`src/rtl/coin_pkg.sv`:
```
// Shared constants and helpers for the coin input conditioner slice.
package coin_pkg;

  localparam int unsigned COIN_VAL5        = 5;
  localparam int unsigned COIN_VAL10       = 10;
  localparam int unsigned TOTAL_W          = 8;
  localparam int unsigned TOTAL_MAX        = 255;
  localparam int unsigned DEBOUNCE_DEFAULT = 4;

  // Saturating add; relies on TOTAL_MAX being the all-ones value of TOTAL_W bits.
  function automatic logic [TOTAL_W-1:0] sat_add(input logic [TOTAL_W-1:0] a,
                                                 input logic [TOTAL_W-1:0] b);
    logic [TOTAL_W:0] s;
    s = {1'b0, a} + {1'b0, b};
    return s[TOTAL_W] ? TOTAL_W'(TOTAL_MAX) : s[TOTAL_W-1:0];
  endfunction

endpackage

```
`src/rtl/coin_input_conditioner_debounce.sv`:
```
// One coin channel: 2-FF synchronizer, debounce counter, debounced level and
// a single-cycle pulse on each rising edge of the debounced level.
module coin_debounce
  import coin_pkg::*;
#(
  parameter int unsigned DEBOUNCE_CYCLES = DEBOUNCE_DEFAULT
) (
  input  logic clk,
  input  logic rst_n,
  input  logic raw,
  output logic edge_pulse
);

  localparam int unsigned          CNT_W    = 8;
  localparam logic [CNT_W-1:0]     CNT_LAST = CNT_W'(DEBOUNCE_CYCLES - 1);

  logic             r_meta;
  logic             r_sync;
  logic             r_deb;
  logic             r_deb_d;
  logic [CNT_W-1:0] r_cnt;

  always_ff @(posedge clk or negedge rst_n) begin
    if (!rst_n) begin
      r_meta  <= 1'b0;
      r_sync  <= 1'b0;
      r_deb   <= 1'b0;
      r_deb_d <= 1'b0;
      r_cnt   <= '0;
    end else begin
      r_meta  <= raw;
      r_sync  <= r_meta;
      r_deb_d <= r_deb;
      // Any agreeing sample restarts the stability count.
      if (r_sync == r_deb) begin
        r_cnt <= '0;
      end else if (r_cnt == CNT_LAST) begin
        r_deb <= r_sync;
        r_cnt <= '0;
      end else begin
        r_cnt <= r_cnt + CNT_W'(1);
      end
    end
  end

  assign edge_pulse = r_deb & ~r_deb_d;

endmodule

```
`src/rtl/coin_input_conditioner.sv`:
```
// Coin sensor front end: debounces both channels, arbitrates in5/in10, rejects
// coins while disabled. Optional saturating total under `COIN_TOTAL_EN.
module coin_input_conditioner
  import coin_pkg::*;
#(
  parameter int unsigned DEBOUNCE_CYCLES = DEBOUNCE_DEFAULT
) (
  input  logic clk,
  input  logic rst_n,
  input  logic coin5_raw,
  input  logic coin10_raw,
  input  logic accept_en,
  output logic in5,
  output logic in10,
  output logic reject
`ifdef COIN_TOTAL_EN
  ,
  output logic [TOTAL_W-1:0] total,
  input  logic               total_clr
`endif
);

  logic w_e5;
  logic w_e10;
  logic r_in5;
  logic r_in10;
  logic r_reject;
  logic r_pend10;

  coin_debounce #(.DEBOUNCE_CYCLES(DEBOUNCE_CYCLES)) u_deb5 (
    .clk        (clk),
    .rst_n      (rst_n),
    .raw        (coin5_raw),
    .edge_pulse (w_e5)
  );

  coin_debounce #(.DEBOUNCE_CYCLES(DEBOUNCE_CYCLES)) u_deb10 (
    .clk        (clk),
    .rst_n      (rst_n),
    .raw        (coin10_raw),
    .edge_pulse (w_e10)
  );

  // Simultaneous accepted coins: in5 now, in10 deferred one cycle via r_pend10.
  // A re-edge needs 2*DEBOUNCE_CYCLES cycles, so r_pend10 never collides.
  always_ff @(posedge clk or negedge rst_n) begin
    if (!rst_n) begin
      r_in5    <= 1'b0;
      r_in10   <= 1'b0;
      r_reject <= 1'b0;
      r_pend10 <= 1'b0;
    end else begin
      r_in5    <= accept_en & w_e5;
      r_in10   <= r_pend10 | (accept_en & w_e10 & ~w_e5);
      r_pend10 <= accept_en & w_e5 & w_e10;
      r_reject <= ~accept_en & (w_e5 | w_e10);
    end
  end

  assign in5    = r_in5;
  assign in10   = r_in10;
  assign reject = r_reject;

`ifdef COIN_TOTAL_EN
  logic [TOTAL_W-1:0] r_total;
  logic [TOTAL_W-1:0] w_add;

  assign w_add = r_in10 ? TOTAL_W'(COIN_VAL10) :
                 r_in5  ? TOTAL_W'(COIN_VAL5)  : '0;

  always_ff @(posedge clk or negedge rst_n) begin
    if (!rst_n) begin
      r_total <= '0;
    end else if (total_clr) begin
      r_total <= '0;
    end else begin
      r_total <= sat_add(r_total, w_add);
    end
  end

  assign total = r_total;
`endif

endmodule

```
`config.mk`:
```
export PLATFORM = sky130hd
export DESIGN_NAME = coin_input_conditioner
export DESIGN_NICKNAME = d
export VERILOG_FILES = /design/src/rtl/coin_pkg.sv /design/src/rtl/coin_input_conditioner_debounce.sv /design/src/rtl/coin_input_conditioner.sv
export SDC_FILE = /design/constraint.sdc
export NUM_CORES = 1
export LEC_CHECK = 0
export ABC_AREA = 1
export BUFFER_PORTS_ARGS = -buffer_cell sky130_fd_sc_hd__clkbuf_2
export CORE_MARGIN = 3
export CORE_UTILIZATION = 61
export CTS_BUF_LIST = sky130_fd_sc_hd__clkbuf_4
export DETAILED_ROUTE_END_ITERATION = 7
export PLACE_DENSITY = 0.8
export SLEW_MARGIN = 20
export SYNTH_ARGS = -nofsm -noshare
export SYNTH_HDL_FRONTEND = slang
export SYNTH_SLANG_ARGS = --single-unit
```
`constraint.sdc`:
```
create_clock -name clk -period 1.3 [get_ports clk]
set_input_delay 0.13 -clock clk [delete_from_list [all_inputs] [get_ports clk]]
set_output_delay 0.13 -clock clk [all_outputs]
set_load 0.03 [all_outputs]
```
==> out/results.md, run 1 <==
| Group | Metric | Value |
| --- | --- | --- |
| critical path | Number of cells traversed by the worst register-to-register path | 5 |
| layout | P&R area growth vs syn | 12.8% |
| die | Core Area | 1840 µm² |
| power | Power density over cell area | 1460 nW/µm² |
| status | Status | finished, final reports clean |
| clock tree | Buffer depth of the longest clock path | 2 |
| die | # rows | 15 |
| clock tree | Clock latency of the later-clocked register in the worst-skew pair | 0.32 ns |
| synth | Synthesized area divided by synthesized cell count | 8.79 µm² |
| timing | Final sum of negative setup slack | 0 ns |
| synth | Net count of the mapped netlist | 152 |
| critical path | CP required | 1.56 ns |
| layout | Fraction of layout cells with a size suffix above 1 | 0.126 |
| drt | Number of detailed-route iterations in the first pass | 4 |
| min path | Worst min-delay path category | in -> async |
| drt | Count of nets left with antenna violations after detail routing | 0 |
| placed design | Post-place setup slack | 0.0879 ns |
| grt | Leftover overflow at the end of global routing | 0 |
| synth | Yosys warning total | 0 |
| synth | Register area share after synthesis | 0.557 |
| critical path | Type of element launching the critical path | flip-flop |
| synth | Number of synthesized register bits | 28 |
| timing | Setup repair after global routing missed its margin | false |
| grt | Wire length of the first global-routing pass | 3310 µm |
| critical path | Endpoint of the most critical register-to-register path | u_deb10.r_cnt[2]$_DFF_PN0_ |
| placed design | Number of buffers inserted by port buffering | 7 |
| power | Leakage power summed over all cells | 0.704 nW |
| timing | Setup violators final | 0 |
| layout | ANT cells | 0 |
| timing | Final Max Slew Viols | 0 |
| layout | Number of nets at the end of the flow | 170 |
| clock tree | Cell chosen for the clock root | sky130_fd_sc_hd__clkbuf_4 |
| grt | Antenna violations before repair | 0 |
| die | Number of I/O pins | 8 |
| critical path | Critical path class | reg -> reg |
| drt | DRC Markers | 0 |
| flow run | Max cap viols | 0 |
| critical path | R2R Path Start | u_deb10.r_cnt[0]$_DFF_PN0_ |
| critical path | Worst Path Max Fanout | 5 |
| placed design | Final weighted congestion in routability-driven placement | 0.838 |
| clock tree | Number of buffers created by CTS | 3 |
| grt | GRT Overall Usage | 0.169 |
| clock tree | Number of H-tree levels | 1 |
| clock tree | Count of clock tree sinks | 28 |
| drt | WL final | 2020 µm |
| timing | Tightest Pin Transition | 0.357 ns |
| drt | Post-DR vias/cell | 5.05 |
| timing | Smallest setup slack after layout | 0.0904 ns |
| drt | Starting DRC count in detailed routing | 17 |
| die | Starting density of the core | 0.684 |
| clock tree | Clock transition at path regs | 0.13 ns |
| timing | Worst clock skew | 0.00120 ns |
| power | Peak ir drop on the vdd network | 0.983 mV |
| placed design | HPWL Detailed | 1520 µm |
| layout | Final cell count without fillers | 184 |
| critical path | Worst endpoint data arrival time | 1.47 ns |
| drt | Vias after detailed routing | 929 |
| die | Horizontal die dimension | 51.4 µm |
| grt | Via count of the first global-routing pass | 800 |
| die | Height of the die | 51.4 µm |
| die | Die ar. | 2640 µm² |
| critical path | Slack of the worst reg-to-reg path | 0.09 ns |
| grt | Largest net degree at the start of global routing | 16 |
| synth | Count of different cell masters after synthesis | 15 |
| timing | Max Clock Freq | 827 MHz |
| timing | Ratio of final minimum period to clock period | 0.930 |
| drt | Routed length per instance | 11.0 µm |
| timing | Hold Slack | 0.224 ns |
| placed design | Number of placed instances, taps included | 176 |
| timing | Count of endpoints failing hold in the final timing report | 0 |
| clock tree | TritonCTS clock tree | built |
| synth | Mapped Area | 1260 µm² |
| synth | Gate Count Post-Synth | 143 |
| critical path | Nature of the critical path endpoint | flip-flop |
| timing | Tmin final | 1.21 ns |
| layout | Utilization after layout | 0.771 |
| timing | Relative slew margins | 0.762 |
[cells by family (layout without fill, tap and decap cells)]
logic type      Yosys count  in the layout  share of synthesized area
simple gates             78             78                      0.263
flops                    28             28                      0.557
buf+inv                  19             35                     0.0567
xor+xnor                  8              8                     0.0557
compound gates            6              6                     0.0278
fa+ha+maj                 4              4                     0.0398
[cell usage in the layout (no fill, tap or decap)]
master                           n
sky130_fd_sc_hd__a21oi_1         3
sky130_fd_sc_hd__nand3_1        11
sky130_fd_sc_hd__dfrtp_1        28
sky130_fd_sc_hd__buf_4           1
sky130_fd_sc_hd__clkbuf_4        3
sky130_fd_sc_hd__inv_1          19
sky130_fd_sc_hd__buf_12          1
sky130_fd_sc_hd__nor3b_2         1
sky130_fd_sc_hd__xnor2_1         2
sky130_fd_sc_hd__clkbuf_2        7
sky130_fd_sc_hd__ha_1            4
sky130_fd_sc_hd__dlygate4sd3_1   4
sky130_fd_sc_hd__and2_4          1
sky130_fd_sc_hd__nor2_1         27
sky130_fd_sc_hd__nand2_1        32
sky130_fd_sc_hd__nand2_2         4
sky130_fd_sc_hd__o21bai_1        2
sky130_fd_sc_hd__xor2_1          6
sky130_fd_sc_hd__nor2_2          2
sky130_fd_sc_hd__o21ai_1         1
[synthesized netlist by cell type]
cell type | count | share of area
sky130_fd_sc_hd__inv_1 | 19 | 0.057
sky130_fd_sc_hd__nand2_2 | 4 | 0.020
sky130_fd_sc_hd__nand2_1 | 32 | 0.096
sky130_fd_sc_hd__nor3b_1 | 1 | 0.0060
sky130_fd_sc_hd__a21oi_1 | 3 | 0.012
sky130_fd_sc_hd__xor2_1 | 6 | 0.042
sky130_fd_sc_hd__and2_4 | 1 | 0.0070
sky130_fd_sc_hd__ha_1 | 4 | 0.040
sky130_fd_sc_hd__nor2_1 | 27 | 0.081
sky130_fd_sc_hd__o21bai_1 | 2 | 0.012
sky130_fd_sc_hd__nand3_1 | 11 | 0.044
sky130_fd_sc_hd__dfrtp_1 | 28 | 0.56
sky130_fd_sc_hd__nor2_2 | 2 | 0.0099
sky130_fd_sc_hd__o21ai_1 | 1 | 0.0040
sky130_fd_sc_hd__xnor2_1 | 2 | 0.014
[state kept, by name, summed over array words and instances (netlist names)]
signal and flops:
u_deb5.r_cnt 8, r_pend10 1, u_deb5.r_deb_d 1, u_deb10.r_meta 1, reject 1, u_deb5.r_meta 1
u_deb10.r_deb 1, in10 1, in5 1, u_deb5.r_deb 1, u_deb10.r_cnt 8, u_deb10.r_sync 1
u_deb10.r_deb_d 1, u_deb5.r_sync 1
[layer usage]
layer | global-route usage | part of all wire
met5 | 0 | 0
met1 | 0.224 | 0.47
met3 | 0.0379 | 0.041
met4 | 0.0524 | 0.013
met2 | 0.275 | 0.47
[what timing repair did]
| item | CTS | global route |
|---|---|---|
| setup endpoints to repair | 0 | 4 |
| resized for setup | 0 | 1 |
| buffers inserted | 0 | 1 |
| hold endpoints to repair | 31 | 0 |
| hold buffers | 4 | 0 |
[worst max-delay path by stage]
stage                                           from                    endpoint  depth (start not counted)
after global routing      u_deb10.r_cnt[0]$_DFF_PN0_  u_deb10.r_cnt[2]$_DFF_PN0_                          5
after CTS                 u_deb10.r_cnt[0]$_DFF_PN0_  u_deb10.r_cnt[2]$_DFF_PN0_                          5
after floorplan           u_deb10.r_cnt[0]$_DFF_PN0_  u_deb10.r_cnt[0]$_DFF_PN0_                          5
final                     u_deb10.r_cnt[0]$_DFF_PN0_  u_deb10.r_cnt[2]$_DFF_PN0_                          5
after global placement    u_deb10.r_cnt[0]$_DFF_PN0_  u_deb10.r_cnt[0]$_DFF_PN0_                          5
after detailed placement  u_deb10.r_cnt[0]$_DFF_PN0_  u_deb10.r_cnt[2]$_DFF_PN0_                          5
[through the flow]
stage	instance area, µm²	power [mW]
3_3_place_gp	1340	1.68
4_1_cts	1410	2.06
2_1_floorplan	1260	1.55
5_1_grt	1420	2.19
6_report	1420	2.07
3_5_place_dp	1340	1.71
[power by group]
| group | switching (mW) | internal (mW) | total [mW] |
|---|---|---|---|
| clock | 0.235 | 0.109 | 0.343 |
| combinational | 0.344 | 0.212 | 0.556 |
| sequential | 0.145 | 1.03 | 1.17 |
| total | 0.724 | 1.35 | 2.07 |
[layout make-up]
class                           count  area, µm²
Timing Repair Buffer               13        103
Fill cell                         143        420
Tap cell                           25       31.3
Sequential cell                    28        701
Multi-Input combinational cell     96        490
Clock buffer                        3       22.5
Inverter                           19       71.3
[critical path: stages (launching register included)]
cell	delay, ns
sky130_fd_sc_hd__dfrtp_1	0.46
sky130_fd_sc_hd__ha_1	0.23
sky130_fd_sc_hd__nor3b_2	0.16
sky130_fd_sc_hd__nand2_1	0.09
sky130_fd_sc_hd__nand2_1	0.10
sky130_fd_sc_hd__nor2_1	0.12
No activity file was read; power rests on OpenSTA's default activity.
==> run 2: changes to the inputs <==
- ABC_AREA: 1 -> default
==> run 2 against run 1 <==
Compared with the run above: the flow now finishes with violations (negative setup slack); global-route usage rose by 6.1 points; power increased by 38%; hold slack lost 0.0016 ns; synthesized area is 6.1% lower; combinational power increased by 89%; wire length rose by 62%; die area down 5.4%; via count up 3.2%; clock skew up 0.0024 ns; critical path depth is 1 lower; sequential share of layout area fell by 6.1 points; largest cell class unchanged.
==> out/results.md, run 2 <==
| Group | Metric | Value | vs previous |
| --- | --- | --- | --- |
| die | Starting density of the core | 0.662 | was 0.684 |
| placed design | HPWL Detailed | 1490 µm | was 1520 µm |
| clock tree | Cell chosen for the clock root | sky130_fd_sc_hd__clkbuf_4 | unchanged |
| status | Failing checks | negative setup slack |  |
| drt | WL final | 3280 µm | was 2020 µm |
| power | Final total power | 2.87 mW | was 2.07 mW |
| synth | Share of Yosys cell area claimed by the top area cell type | 0.593 | was 0.557 |
| critical path | Critical path class | reg -> reg | unchanged |
| synth | Number of synthesized register bits | 28 | unchanged |
| synth | Cell type contributing the most total cell area after synthesis | sky130_fd_sc_hd__dfrtp_1 | unchanged |
| flow run | Max cap viols | 0 | unchanged |
| grt | Antenna violations before repair | 0 | unchanged |
| die | Height of the die | 50.0 µm | was 51.4 µm |
| grt | GRT Overall Usage | 0.230 | was 0.169 |
| layout | P&R area growth vs syn | 37.9% | was 12.8% |
| layout | Filler cells | 53 | was 143 |
| synth | Number of enable-type register cells in the synthesized netlist | 0 | unchanged |
| drt | DRC Markers | 0 | unchanged |
| die | Core Area | 1780 µm² | was 1840 µm² |
| grt | Via count of the first global-routing pass | 923 | was 800 |
| grt | Leftover overflow at the end of global routing | 0 | unchanged |
| power | Peak ir drop on the vdd network | 1.67 mV | was 0.983 mV |
| layout | Biggest registers after layout | u_deb10.r_cnt x8, u_deb5.r_cnt x8 | unchanged |
| grt | Met1 track utilization from global routing | 0.271 | was 0.224 |
| synth | Synthesized area divided by synthesized cell count | 11.6 µm² | was 8.79 µm² |
| placed design | Number of placed instances, taps included | 142 | was 176 |
| power | Power density over cell area | 1760 nW/µm² | was 1460 nW/µm² |
| synth | Async set-reset flop share out of synthesis | 1.00 | unchanged |
| layout | ANT cells | 0 | unchanged |
| grt | Met3 Usage GRT | 0.0574 | was 0.0379 |
| timing | Count of endpoints failing hold in the final timing report | 0 | unchanged |
| synth | Mapped Area | 1180 µm² | was 1260 µm² |
| synth | Ranking of synthesized cells by instance count | sky130_fd_sc_hd__dfrtp_1 (28), sky130_fd_sc_hd__nor2_1 (11), sky130_fd_sc_hd__nand3_1 (8) | was sky130_fd_sc_hd__nand2_1 (32), sky130_fd_sc_hd__dfrtp_1 (28), sky130_fd_sc_hd__nor2_1 (27), sky130_fd_sc_hd__inv_1 (19), sky130_fd_sc_hd__nand3_1 (11) |
| clock tree | Buffer depth of the longest clock path | 2 | unchanged |
| timing | Tmin final | 1.45 ns | was 1.21 ns |
| synth | Most repeated cell in the gate-level netlist after synthesis | sky130_fd_sc_hd__dfrtp_1 | was sky130_fd_sc_hd__nand2_1 |
| drt | Starting DRC count in detailed routing | 28 | was 17 |
| critical path | Worst endpoint data arrival time | 1.68 ns | was 1.47 ns |
| synth | Top post-synthesis cells by area | sky130_fd_sc_hd__dfrtp_1 (59%), sky130_fd_sc_hd__ha_1 (4.2%), sky130_fd_sc_hd__nor2_1 (3.5%) | was sky130_fd_sc_hd__dfrtp_1 (56%), sky130_fd_sc_hd__nand2_1 (9.6%), sky130_fd_sc_hd__nor2_1 (8.1%) |
| power | Leakage power summed over all cells | 0.725 nW | was 0.704 nW |
| layout | Commonest non-fill, non-tap cell in the layout | sky130_fd_sc_hd__dfrtp_1 | was sky130_fd_sc_hd__nand2_1 |
| layout | Commonest non-fill, non-tap cells in the layout | sky130_fd_sc_hd__dfrtp_1 (25), sky130_fd_sc_hd__buf_4 (11), sky130_fd_sc_hd__nor2_1 (10), sky130_fd_sc_hd__clkbuf_2 (7) | was sky130_fd_sc_hd__nand2_1 (32), sky130_fd_sc_hd__dfrtp_1 (28), sky130_fd_sc_hd__nor2_1 (27), sky130_fd_sc_hd__inv_1 (19), sky130_fd_sc_hd__nand3_1 (11) |
| drt | Post-DR vias/cell | 6.07 | was 5.05 |
| critical path | Type of element launching the critical path | flip-flop | unchanged |
| synth | Count of different cell masters after synthesis | 22 | was 15 |
| critical path | Worst Path Max Fanout | 4 | was 5 |
| synth | Net count of the mapped netlist | 111 | was 152 |
| drt | Routed length per instance | 20.8 µm | was 11.0 µm |
| die | # rows | 15 | unchanged |
| timing | Smallest setup slack after layout | -0.151 ns | was 0.0904 ns |
| placed design | Final weighted congestion in routability-driven placement | 0.806 | was 0.838 |
| timing | Hold Slack | 0.223 ns | was 0.224 ns |
| layout | Final cell count without fillers | 158 | was 184 |
| layout | Multi-input combinational cell area | 603 µm² | was 490 µm² |
| layout | Fraction of layout cells with a size suffix above 1 | 0.421 | was 0.126 |
| timing | Ratio of final minimum period to clock period | 1.12 | was 0.930 |
| min path | Worst min-delay path category | in -> async | unchanged |
| clock tree | Number of H-tree levels | 1 | unchanged |
| grt | Wire length of the first global-routing pass | 4220 µm | was 3310 µm |
| timing | Worst clock skew | 0.00364 ns | was 0.00120 ns |
| status | Status | finished, violations left | was finished, final reports clean |
| grt | Largest net degree at the start of global routing | 17 | was 16 |
| layout | Area taken by flip-flops and latches | 704 µm² | was 701 µm² |
| clock tree | Clock transition at path regs | 0.14 ns | was 0.13 ns |
| drt | Count of nets left with antenna violations after detail routing | 0 | unchanged |
| placed design | Number of buffers inserted by port buffering | 7 | unchanged |
| critical path | CP required | 1.53 ns | was 1.56 ns |
| critical path | Nature of the critical path endpoint | flip-flop | unchanged |
| clock tree | Clock latency of the later-clocked register in the worst-skew pair | 0.33 ns | was 0.32 ns |
| timing | Setup violators final | 10 | was 0 |
| clock tree | Count of clock tree sinks | 28 | unchanged |
| timing | Max Clock Freq | 689 MHz | was 827 MHz |
| die | Horizontal die dimension | 50.0 µm | was 51.4 µm |
| synth | Yosys warning total | 0 | unchanged |
| timing | Relative slew margins | 0.737 | was 0.762 |
| grt | Met2 Use GR | 0.396 | was 0.275 |
| drt | Vias after detailed routing | 959 | was 929 |
| synth | Register area share after synthesis | 0.593 | was 0.557 |
| die | Die ar. | 2500 µm² | was 2640 µm² |
| grt | Layer carrying the most global-route usage | met2 | unchanged |
| synth | Gate Count Post-Synth | 102 | was 143 |
| layout | Utilization after layout | 0.914 | was 0.771 |
| layout | Number of nets at the end of the flow | 143 | was 170 |
| critical path | Number of cells traversed by the worst register-to-register path | 4 | was 5 |
| clock tree | TritonCTS clock tree | built | unchanged |
| drt | Number of detailed-route iterations in the first pass | 4 | unchanged |
| synth | Most used flip-flop cell after synthesis | sky130_fd_sc_hd__dfrtp_1 | unchanged |
| timing | Tightest Pin Transition | 0.394 ns | was 0.357 ns |
| timing | Setup repair after global routing missed its margin | true | was false |
| timing | Final Max Slew Viols | 0 | unchanged |
| die | Number of I/O pins | 8 | unchanged |
| clock tree | Number of buffers created by CTS | 3 | unchanged |
[run 2: logic make-up (layout without fill, tap and decap cells)]
kind of cell	Yosys count	count (layout)	share of synthesized area
simple gates	40	40	0.196
flops	28	28	0.593
compound gates	16	16	0.0773
xor+xnor	8	8	0.0593
fa+ha+maj	4	4	0.0424
buf+inv	4	35	0.0127
mux	2	2	0.0191
[run 2: layout make-up]
cell class                      instances  share of cell area
Sequential cell                        28               0.432
Multi-Input combinational cell         70               0.370
Timing Repair Buffer                   27               0.137
Tap cell                               25              0.0192
Clock inverter                          1              0.0184
Clock buffer                            3              0.0138
Inverter                                4             0.00922
[run 2: worst paths after layout]
check                                            from                         to  slack [ns]
setup / recovery           u_deb10.r_cnt[1]$_DFF_PN0_  u_deb10.r_deb$_DFFE_PN0P_       -0.15
hold / removal                                  rst_n  u_deb5.r_cnt[2]$_DFF_PN0_        0.22
setup reg to reg           u_deb10.r_cnt[1]$_DFF_PN0_  u_deb10.r_deb$_DFFE_PN0P_       -0.15
hold reg to reg              u_deb10.r_meta$_DFF_PN0_   u_deb10.r_sync$_DFF_PN0_        0.37
max in group asynchronous                       rst_n  u_deb5.r_cnt[3]$_DFF_PN0_        0.67
min in group clk             u_deb10.r_meta$_DFF_PN0_   u_deb10.r_sync$_DFF_PN0_        0.37
[run 2: critical path, cell delays in order (launching register included)]
cell and delay (ns):
sky130_fd_sc_hd__dfrtp_1 0.45, sky130_fd_sc_hd__ha_2 0.21, sky130_fd_sc_hd__nor4b_4 0.24, sky130_fd_sc_hd__nand2_1 0.13
sky130_fd_sc_hd__mux2_4 0.32
[run 2: through the flow]
| step | TNS [ns] | cell area [µm²] | setup WS, ns |
|---|---|---|---|
| 2_1_floorplan | 0 | 1180 | 0.0195 |
| 3_3_place_gp | 0 | 1320 | 0.0143 |
| 3_5_place_dp | -0.193 | 1320 | -0.0513 |
| 4_1_cts | -0.110 | 1470 | -0.0748 |
| 5_1_grt | -1.31 | 1630 | -0.171 |
| 6_report | -0.845 | 1630 | -0.151 |
[run 2: routing by layer]
| metal | vias to the layer above | wire length, µm |
|---|---|---|
| li1 | 417 | - |
| met1 | 476 | 1300 |
| met2 | 50 | 1690 |
| met3 | 16 | 178 |
| met4 | 0 | 109 |
| met5 | - | 0 |
[run 2: timing repair]
item,CTS,global route
pin swaps,3,10
setup endpoints to repair,16,16
gates resized for setup,4,32
hold endpoints to repair,31,0
hold buffers,4,0
buffers inserted,5,3
[run 2: report_power, final]
part	total [mW]	internal (mW)	leakage (nW)	switching, mW
logic	1.05	0.496	0.334	0.550
clock network	0.565	0.312	0.0279	0.253
registers	1.25	1.04	0.363	0.211
==> run 3: changes to the inputs <==
- ABC_AREA: default -> 1
- BUFFER_PORTS_ARGS: -buffer_cell sky130_fd_sc_hd__clkbuf_2 -> default
- CORE_UTILIZATION: 61 -> 64
- DONT_BUFFER_PORTS: default -> 1
==> run 3 against run 2 <==
Compared with the run above: the flow now finishes without violations; clock skew barely moved; wire length fell by 37%; die area rose by 1.3%; utilization fell by 14 points; via count fell by 4.2%; register-to-register slack improved by 0.28 ns; critical path depth rose by 1; critical path type unchanged; sequential share of layout area rose by 7.3 points.
==> out/results.md, run 3 (synthesis results as in run 1) <==
| Group | Metric | Value | vs previous |
| --- | --- | --- | --- |
| drt | WL final | 2060 µm | was 3280 µm |
| clock tree | Buffer depth of the longest clock path | 2 | unchanged |
| drt | Count of nets left with antenna violations after detail routing | 0 | unchanged |
| critical path | Critical path class | reg -> reg | unchanged |
| critical path | Worst Setup SP | u_deb5.r_cnt[0]$_DFF_PN0_ | was u_deb10.r_cnt[1]$_DFF_PN0_ |
| die | Height of the die | 50.3 µm | was 50.0 µm |
| clock tree | Clock transition at path regs | 0.13 ns | was 0.14 ns |
| grt | Antenna violations before repair | 0 | unchanged |
| grt | GRT Overall Usage | 0.185 | was 0.230 |
| flow run | Max cap viols | 0 | unchanged |
| grt | Via count of the first global-routing pass | 883 | was 923 |
| layout | Number of nets at the end of the flow | 163 | was 143 |
| placed design | Final weighted congestion in routability-driven placement | 0.854 | was 0.806 |
| critical path | Capture point of the critical path | u_deb5.r_cnt[6]$_DFF_PN0_ | was u_deb10.r_deb$_DFFE_PN0P_ |
| layout | Commonest non-fill, non-tap cell in the layout | sky130_fd_sc_hd__nand2_1 | was sky130_fd_sc_hd__dfrtp_1 |
| layout | Filler cells | 118 | was 53 |
| power | Power density over cell area | 1470 nW/µm² | was 1760 nW/µm² |
| layout | Commonest non-fill, non-tap cells in the layout | sky130_fd_sc_hd__nand2_1 (32), sky130_fd_sc_hd__dfrtp_1 (28), sky130_fd_sc_hd__nor2_1 (27), sky130_fd_sc_hd__inv_1 (19), sky130_fd_sc_hd__nand3_1 (11) | was sky130_fd_sc_hd__dfrtp_1 (25), sky130_fd_sc_hd__buf_4 (11), sky130_fd_sc_hd__nor2_1 (10), sky130_fd_sc_hd__clkbuf_2 (7) |
| placed design | HPWL Detailed | 1430 µm | was 1490 µm |
| clock tree | Number of buffers created by CTS | 3 | unchanged |
| die | Die ar. | 2530 µm² | was 2500 µm² |
| clock tree | TritonCTS clock tree | built | unchanged |
| timing | Setup violators final | 0 | was 10 |
| grt | Largest net degree at the start of global routing | 29 | was 17 |
| die | # rows | 15 | unchanged |
| critical path | R2R Path Start | u_deb5.r_cnt[0]$_DFF_PN0_ | was u_deb10.r_cnt[1]$_DFF_PN0_ |
| die | Core Area | 1780 µm² | unchanged |
| drt | Number of detailed-route iterations in the first pass | 4 | unchanged |
| placed design | Number of buffers inserted by port buffering | 0 | was 7 |
| critical path | Worst endpoint data arrival time | 1.42 ns | was 1.68 ns |
| drt | DRC Markers | 0 | unchanged |
| drt | Vias after detailed routing | 919 | was 959 |
| timing | Final Max Slew Viols | 0 | unchanged |
| timing | Count of endpoints failing hold in the final timing report | 0 | unchanged |
| timing | Hold Slack | 0.226 ns | was 0.223 ns |
| layout | Fraction of layout cells with a size suffix above 1 | 0.0850 | was 0.421 |
| clock tree | Count of clock tree sinks | 28 | unchanged |
| critical path | Endpoint of the most critical register-to-register path | u_deb5.r_cnt[6]$_DFF_PN0_ | was u_deb10.r_deb$_DFFE_PN0P_ |
| power | Leakage power summed over all cells | 0.676 nW | was 0.725 nW |
| critical path | Nature of the critical path endpoint | flip-flop | unchanged |
| die | Starting density of the core | 0.705 | was 0.662 |
| grt | Wire length of the first global-routing pass | 3570 µm | was 4220 µm |
| critical path | CP required | 1.55 ns | was 1.53 ns |
| timing | Worst clock skew | 0.00331 ns | was 0.00364 ns |
| die | Number of I/O pins | 8 | unchanged |
| power | Peak ir drop on the vdd network | 1.42 mV | was 1.67 mV |
| critical path | Max stage delay cell, worst path | sky130_fd_sc_hd__dfrtp_1 | unchanged |
| timing | Max Clock Freq | 855 MHz | was 689 MHz |
| clock tree | Clock latency of the later-clocked register in the worst-skew pair | 0.31 ns | was 0.33 ns |
| critical path | Chain of cells forming the critical path | ha_1 > nand2_1 > nor2_1 > nand3_1 > a21oi_1 | was ha_2 > nor4b_4 > nand2_1 > mux2_4 |
| drt | Post-DR vias/cell | 5.16 | was 6.07 |
| critical path | Worst Path Max Fanout | 5 | was 4 |
| drt | Starting DRC count in detailed routing | 23 | was 28 |
| critical path | Delay of the slowest critical-path stage | 0.45 ns | about the same |
| timing | Tmin final | 1.17 ns | was 1.45 ns |
| clock tree | Cell chosen for the clock root | sky130_fd_sc_hd__clkbuf_4 | unchanged |
| die | Horizontal die dimension | 50.3 µm | was 50.0 µm |
| grt | Leftover overflow at the end of global routing | 0 | unchanged |
| timing | Relative slew margins | 0.816 | was 0.737 |
| timing | Setup repair after global routing missed its margin | false | was true |
| layout | P&R area growth vs syn | 10.3% | was 37.9% |
| timing | Tightest Pin Transition | 0.275 ns | was 0.394 ns |
| drt | Routed length per instance | 11.6 µm | was 20.8 µm |
| critical path | Slack of the worst reg-to-reg path | 0.13 ns | was -0.15 ns |
| layout | ANT cells | 0 | unchanged |
| clock tree | Number of H-tree levels | 1 | unchanged |
| critical path | Number of cells traversed by the worst register-to-register path | 5 | was 4 |
| timing | Ratio of final minimum period to clock period | 0.900 | was 1.12 |
| critical path | Type of element launching the critical path | flip-flop | unchanged |
| layout | Biggest registers after layout | u_deb10.r_cnt x8, u_deb5.r_cnt x8 | unchanged |
| min path | Worst min-delay path category | in -> async | unchanged |
| status | Status | finished, final reports clean | was finished, violations left |
| timing | Final sum of negative setup slack | 0 ns | was -0.845 ns |
run 3: cell count changes in the layout (fill, tap and decap cells not counted), sizes merged, moves of 5 or more:
| cell | delta |
|---|---|
| or3 | -6 |
| clkbuf | -7 |
| inv | +15 |
| nand2 | +32 |
| nor2 | +18 |
| o21ai | -5 |
| buf | -14 |
run 3: final cells by class:
type | instances | area (µm²) | area share
Inverter | 19 | 71.3 | 0.0514
Clock inverter | 1 | 3.75 | 0.00271
Sequential cell | 28 | 701 | 0.505
Clock buffer | 3 | 22.5 | 0.0162
Timing Repair Buffer | 6 | 67.6 | 0.0487
Tap cell | 25 | 31.3 | 0.0225
Multi-Input combinational cell | 96 | 490 | 0.353
run 3: power breakdown:
part / leakage, nW / switching, mW / total, mW / internal (mW)
clock: 0.0154 / 0.228 / 0.340 / 0.112
combinational: 0.290 / 0.280 / 0.472 / 0.192
sequential: 0.370 / 0.199 / 1.23 / 1.03
run 3: worst min path at each step:
stage | slack (ns) | to
final | 0.23 | u_deb5.r_cnt[5]$_DFF_PN0_
after detailed placement | -0.16 | u_deb5.r_cnt[5]$_DFF_PN0_
after floorplan | -0.17 | in10$_DFF_PN0_
after CTS | 0.22 | u_deb5.r_cnt[5]$_DFF_PN0_
after global routing | 0.22 | u_deb5.r_cnt[7]$_DFF_PN0_
after global placement | -0.17 | u_deb5.r_cnt[5]$_DFF_PN0_
run 3: layer usage:
metal	routed length (µm)	share of wire	vias up	global-route usage
li1	-	-	453	-
met5	0	0	-	0
met1	975	0.47	432	0.236
met2	944	0.46	26	0.324
met4	55	0.027	0	0.0404
met3	88	0.043	8	0.0386
run 3: critical path, delay by kind of cell (launching register included):
kind,cells,cell delay [ns]
DFF,1,0.45
and+or+nand+nor,3,0.28
adders and majority gates,1,0.23
AOI/OAI and AO/OA,1,0.14
run 3: through the flow:
stage | power, mW | instances | setup slack [ns] | instance area [µm²] | util
floorplan | 1.55 | 143 | 0.198 | 1260 | -
global placement | 1.62 | 168 | 0.151 | 1290 | 0.723
detailed placement | 1.66 | 168 | 0.0656 | 1290 | 0.723
finish | 2.04 | 178 | 0.130 | 1390 | 0.778
CTS | 2.03 | 177 | 0.0410 | 1380 | 0.771
global route | 2.18 | 178 | 0.0398 | 1390 | 0.778
run 3: what timing repair did:
action                     4_1_cts  5_1_grt
setup endpoints to repair        0        4
hold buffers                     5        0
hold endpoints to repair        34        0
gates resized for setup          0        1
setup buffers                    0        1
